$ cat config.mk
export PLATFORM = sky130hd
export DESIGN_NAME = uba_dma_arbiter
export DESIGN_NICKNAME = d
export VERILOG_FILES = /design/src/rtl/uba_dma_arbiter.sv
export SDC_FILE = /design/constraint.sdc
export NUM_CORES = 1
export LEC_CHECK = 0
export CORE_MARGIN = 1
export CORE_UTILIZATION = 39
export CTS_BUF_LIST = sky130_fd_sc_hd__clkbuf_8
export DETAILED_ROUTE_END_ITERATION = 6
export GPL_TIMING_DRIVEN = 0
export MAX_ROUTING_LAYER = met4
export PLACE_DENSITY = 0.9
export SLEW_MARGIN = 15
export SYNTH_ARGS = -nofsm -noshare
export SYNTH_HDL_FRONTEND = slang
export SYNTH_SLANG_ARGS = --single-unit
$ cat constraint.sdc
create_clock -name clk -period 3.1 [get_ports clk]
set_clock_uncertainty 0.05 [all_clocks]
set_input_delay 0.775 -clock clk [delete_from_list [all_inputs] [get_ports clk]]
set_output_delay 0.775 -clock clk [all_outputs]
set_load 0.01 [all_outputs]
$ cat src/rtl/uba_dma_arbiter.sv
// Round-robin sequencer sharing the UBA-to-KS10 bus request path among NREQ
// Unibus DMA requesters, with its own no-acknowledge timeout.
//
// state | meaning
// IDLE  | waiting for any devREQ; picks winner from ptr and latches its address
// REQ   | busREQO asserted for one cycle; early busACKI short-cuts to DONE
// WAIT  | counting down from TIMEOUT for busACKI; count==1 without ack is a timeout
// DONE  | one-cycle devACK or devTMO/setTMO pulse; advance round-robin pointer

module uba_dma_arbiter #(
    parameter int NREQ    = 4,
    parameter int AW      = 36,
    parameter int TIMEOUT = 12
) (
    input  logic                 clk,
    input  logic                 rst,
    input  logic [NREQ-1:0]      devREQ,
    input  logic [NREQ*AW-1:0]   devADDR,
    input  logic                 busACKI,
    output logic                 busREQO,
    output logic [AW-1:0]        busADDRO,
    output logic [NREQ-1:0]      devACK,
    output logic [NREQ-1:0]      devTMO,
    output logic                 setTMO,
    output logic [2:0]           gntIDX,
    output logic                 busy
);

    typedef enum logic [1:0] {IDLE, REQ, WAIT, DONE} state_t;

    state_t          state;
    logic [3:0]      count;
    logic [2:0]      ptr;
    logic            found;
    logic [2:0]      win;
    logic [3:0]      sum;
    logic [AW-1:0]   addr_sel;
    logic [NREQ-1:0] gnt_oh;
    logic [2:0]      ptr_next;

    // Scan offsets 0..NREQ-1 from ptr; constant inner loop keeps all indices static.
    always_comb begin
        found = 1'b0;
        win   = '0;
        sum   = '0;
        for (int i = 0; i < NREQ; i++) begin
            sum = {1'b0, ptr} + 4'(i);
            if (sum >= 4'(NREQ))
                sum = sum - 4'(NREQ);
            for (int k = 0; k < NREQ; k++) begin
                if (!found && sum == 4'(k) && devREQ[k]) begin
                    found = 1'b1;
                    win   = 3'(k);
                end
            end
        end
    end

    always_comb begin
        addr_sel = '0;
        for (int k = 0; k < NREQ; k++) begin
            if (win == 3'(k))
                addr_sel = devADDR[k*AW +: AW];
        end
    end

    always_comb begin
        gnt_oh = '0;
        for (int k = 0; k < NREQ; k++)
            gnt_oh[k] = (gntIDX == 3'(k));
    end

    assign ptr_next = (gntIDX == 3'(NREQ-1)) ? 3'd0 : gntIDX + 3'd1;

    always_ff @(posedge clk) begin
        if (rst) begin
            state    <= IDLE;
            count    <= '0;
            ptr      <= '0;
            busREQO  <= 1'b0;
            busADDRO <= '0;
            gntIDX   <= '0;
            devACK   <= '0;
            devTMO   <= '0;
            setTMO   <= 1'b0;
            busy     <= 1'b0;
        end else begin
            busREQO <= 1'b0;
            devACK  <= '0;
            devTMO  <= '0;
            setTMO  <= 1'b0;
            case (state)
                IDLE: begin
                    if (found) begin
                        gntIDX   <= win;
                        busADDRO <= addr_sel;
                        busREQO  <= 1'b1;
                        busy     <= 1'b1;
                        state    <= REQ;
                    end
                end
                REQ: begin
                    if (busACKI) begin
                        devACK <= gnt_oh;
                        state  <= DONE;
                    end else begin
                        count <= 4'(TIMEOUT);
                        state <= WAIT;
                    end
                end
                WAIT: begin
                    if (busACKI) begin
                        devACK <= gnt_oh;
                        state  <= DONE;
                    end else if (count == 4'd1) begin
                        devTMO <= gnt_oh;
                        setTMO <= 1'b1;
                        state  <= DONE;
                    end else begin
                        count <= count - 4'd1;
                    end
                end
                DONE: begin
                    ptr   <= ptr_next;
                    busy  <= 1'b0;
                    state <= IDLE;
                end
                default: begin
                    busy  <= 1'b0;
                    state <= IDLE;
                end
            endcase
        end
    end

endmodule
==> impl_metrics.env <==
export IMPL_status="finished clean"
export IMPL_clk_pin_slew_worst_paths_ns=0.07
export IMPL_multi_input_area_sq_mm=0.001933
export IMPL_clockPowerShare=0.202
export IMPL_grt_overflow_total=0
export IMPL_grt_pass1_wl_mm=18.07
export IMPL_synth_edff_count=0
export IMPL_setup_tns_ns=0
export IMPL_setup_viol=0
export IMPL_grtUsageTotal=0.2767
export IMPL_syn_to_final_growth_pct=71.21
export IMPL_netlist_instances=380
export IMPL_crit_path_max_fanout=10
export IMPL_coreArea_sq_mm=0.008175
export IMPL_ys_ff_latch=57
export IMPL_end_kind="flip-flop"
export IMPL_cellInternalPower_uw=2500
export IMPL_power_static_leakage_uw=0.002203
export IMPL_period_minus_slack_ns=2.906
export IMPL_final_common_cell="clkdlybuf4s50_1"
export IMPL_finalWirelength_mm=12.32
export IMPL_hold_violations=0
export IMPL_clock_sinks=57
export IMPL_p_total_uw=3968
export IMPL_antenna_found_initial=1
export IMPL_timing_fmax_mhz=344.1
export IMPL_clock_path_buffers=2
export IMPL_firstDrtPassIters=4
export IMPL_dr_first_iter_drc_count=138
export IMPL_p_switching_uw=1468
export IMPL_cts_repair_resized=0
export IMPL_vias=3834
export IMPL_synth_warnings=0
export IMPL_power_share_sequential=0.290
export IMPL_hold_depth=1
export IMPL_start_util=0.4030
export IMPL_htree_levels=3
export IMPL_most_common_layout_cells="clkdlybuf4s50_1, nand2_1, dfxtp_1, nand3_1"
export IMPL_cts_hold_buf=0
export IMPL_syn_area_per_cell_sq_um=8.670
export IMPL_r2r_slack_ns=0.41
export IMPL_ios=201
export IMPL_ys_types=53
export IMPL_fp_dieH_um=93.91
export IMPL_grt_setup_unrepaired="false"
export IMPL_async_reset_ff_frac=0
export IMPL_die_w_um=93.91
export IMPL_nets=754
export IMPL_vias_per_cell=5.469
export IMPL_crit_arrival_ns=3.09
export IMPL_dieArea_sq_mm=0.008819
export IMPL_ant_nets=0
export IMPL_syn_cell_area_sq_mm=0.003294
export IMPL_regArea_sq_mm=0.001141
export IMPL_drc_errors=0
export IMPL_timing_final_ws_setup_ns=0.1936
export IMPL_comb_power_share=0.508
export IMPL_grt_pass1_vias=3695
export IMPL_cts_setup_buffers=0
export IMPL_min_period_over_period=0.9376
export IMPL_place_hpwl_mm=9.440
export IMPL_peakVddDrop_v=0.0003524
export IMPL_p_sw_frac=0.3700
export IMPL_worst_setup_path_start_kind="primary input"
export IMPL_drive_gt1_frac=0.09412
export IMPL_post_place_ws_ns=-0.1662
export IMPL_synth_seq_area_share=0.3464
export IMPL_rows=33
export IMPL_cts_root_buf="clkbuf_8"
export IMPL_drv_slew=0
export IMPL_synth_main_ff_cell="dfxtp_1"
export IMPL_wl_per_cell_um=17.57
export IMPL_gp_congestion=0.8388
export IMPL_path_class="primary input to flip-flop"
export IMPL_rr_worst_depth=10
export IMPL_cts_tree="done"
export IMPL_drv_cap=0
export IMPL_cts_inserted_buffers=9
export IMPL_fillers=641
export IMPL_powerDensity_mw_per_mm2=703.4
export IMPL_worstHoldPathType="flip-flop to flip-flop"
export IMPL_clk_latency_ns=0.34
export IMPL_io_buffer_count=198
export IMPL_worstPathRequired_ns=3.29
export IMPL_grt_max_degree=13
==> critical path, stage by stage <==
cell and delay [ns]:
clkdlybuf4s50_1 0.61, and3b_1 0.21, a31oi_1 0.16, nand3_2 0.19, nor2_2 0.41, buf_2 0.31
nand3_1 0.15, a32o_1 0.27
==> per-stage QoR <==
step | hold WS (ns) | utilization | cells | area [sq um]
3_3_place_gp | 0.3968 | 0.6619 | 684 | 5411
2_1_floorplan | 0.4278 | - | 381 | 3298
3_5_place_dp | 0.4029 | 0.6619 | 684 | 5411
6_report | 0.4193 | 0.6899 | 701 | 5640
4_1_cts | 0.4189 | 0.6896 | 700 | 5638
5_1_grt | 0.4383 | 0.6899 | 701 | 5640
==> cell families (layout without fill, tap and decap cells) <==
logic type                 count (synthesis)  count (layout)  share of synthesized area
AOI/OAI and AO/OA                         99              99                     0.2719
xor gates and xnor gates                   2               2                   0.005318
adders and majority gates                 13              13                    0.04937
buffers and inverters                     38             252                    0.06798
DFF                                       57              57                     0.3464
muxes                                      4               4                    0.01215
other                                      2               4                   0.002280
and+or+nand+nor                          165             165                     0.2446
==> power groups by stage <==
stage / combinational [uW] / sequential [uW] / clock, uW
2_1_floorplan: 993 / 1240 / 0
3_3_place_gp: 1940 / 1140 / 0
3_5_place_dp: 2010 / 1160 / 0
4_1_cts: 2020 / 1140 / 813
5_1_grt: 2180 / 1170 / 841
6_report: 2020 / 1150 / 800
==> cell usage after synthesis (2+ instances only) <==
library cell  count  share of area
conb_1            2         0.0023
dfxtp_1          57           0.35
nor3_1            4         0.0061
nor2_2            2         0.0038
nor3b_1           2         0.0046
inv_1            10          0.011
nand4_1           3         0.0057
o21ai_0           2         0.0030
buf_4             2         0.0046
nor2_1           14          0.016
buf_2            17          0.026
nand3_1          36          0.055
xor2_1            2         0.0053
o22a_1           35          0.093
a21oi_4           2         0.0099
a32o_1           35           0.11
and2_1            9          0.017
mux2i_1           4          0.012
a31oi_1           4         0.0076
nand2_1          78          0.089
a211oi_1          3         0.0068
ha_1             13          0.049
buf_6             7          0.024
nand3b_1          2         0.0046
a21oi_1           4         0.0061
nand2b_1          3         0.0057
o32a_1            2         0.0061
==> state kept, by name, summed over array words and instances, names as in the netlist <==
| signal | count |
|---|---|
| busREQO | 1 |
| setTMO | 1 |
| devACK | 4 |
| busy | 1 |
| busADDRO | 36 |
| ptr | 2 |
| state | 2 |
| devTMO | 4 |
| count | 4 |
| gntIDX | 2 |
==> path summary, 6_finish.rpt <==
path                    start      endpoint
setup / recovery    devREQ[2]  busADDRO[13]
hold / removal    busADDRO[9]   busADDRO[9]
setup reg to reg       ptr[1]  busADDRO[20]
hold reg to reg   busADDRO[9]   busADDRO[9]
==> routing by layer <==
metal | global-route usage | vias to the layer above | wire, um | part of all wire
met2 | 0.4988 | 167 | 6392 | 0.52
li1 | - | 1830 | - | -
met4 | 0.1103 | 0 | 200 | 0.016
met3 | 0.05421 | 26 | 946 | 0.077
met5 | - | - | 0 | 0
met1 | 0.2963 | 1811 | 4781 | 0.39
==> area by class of cell <==
cell class | count | share of cell area
tap | 105 | 0.02329
timing repair buffer | 198 | 0.3514
buffer | 28 | 0.03305
sequential | 57 | 0.2023
antenna | 1 | 0.0004437
multi-input combinational | 286 | 0.3427
clock inverter | 7 | 0.01819
inverter | 10 | 0.006655
clock buffer | 9 | 0.02196
(Power assumes the default switching activity.)
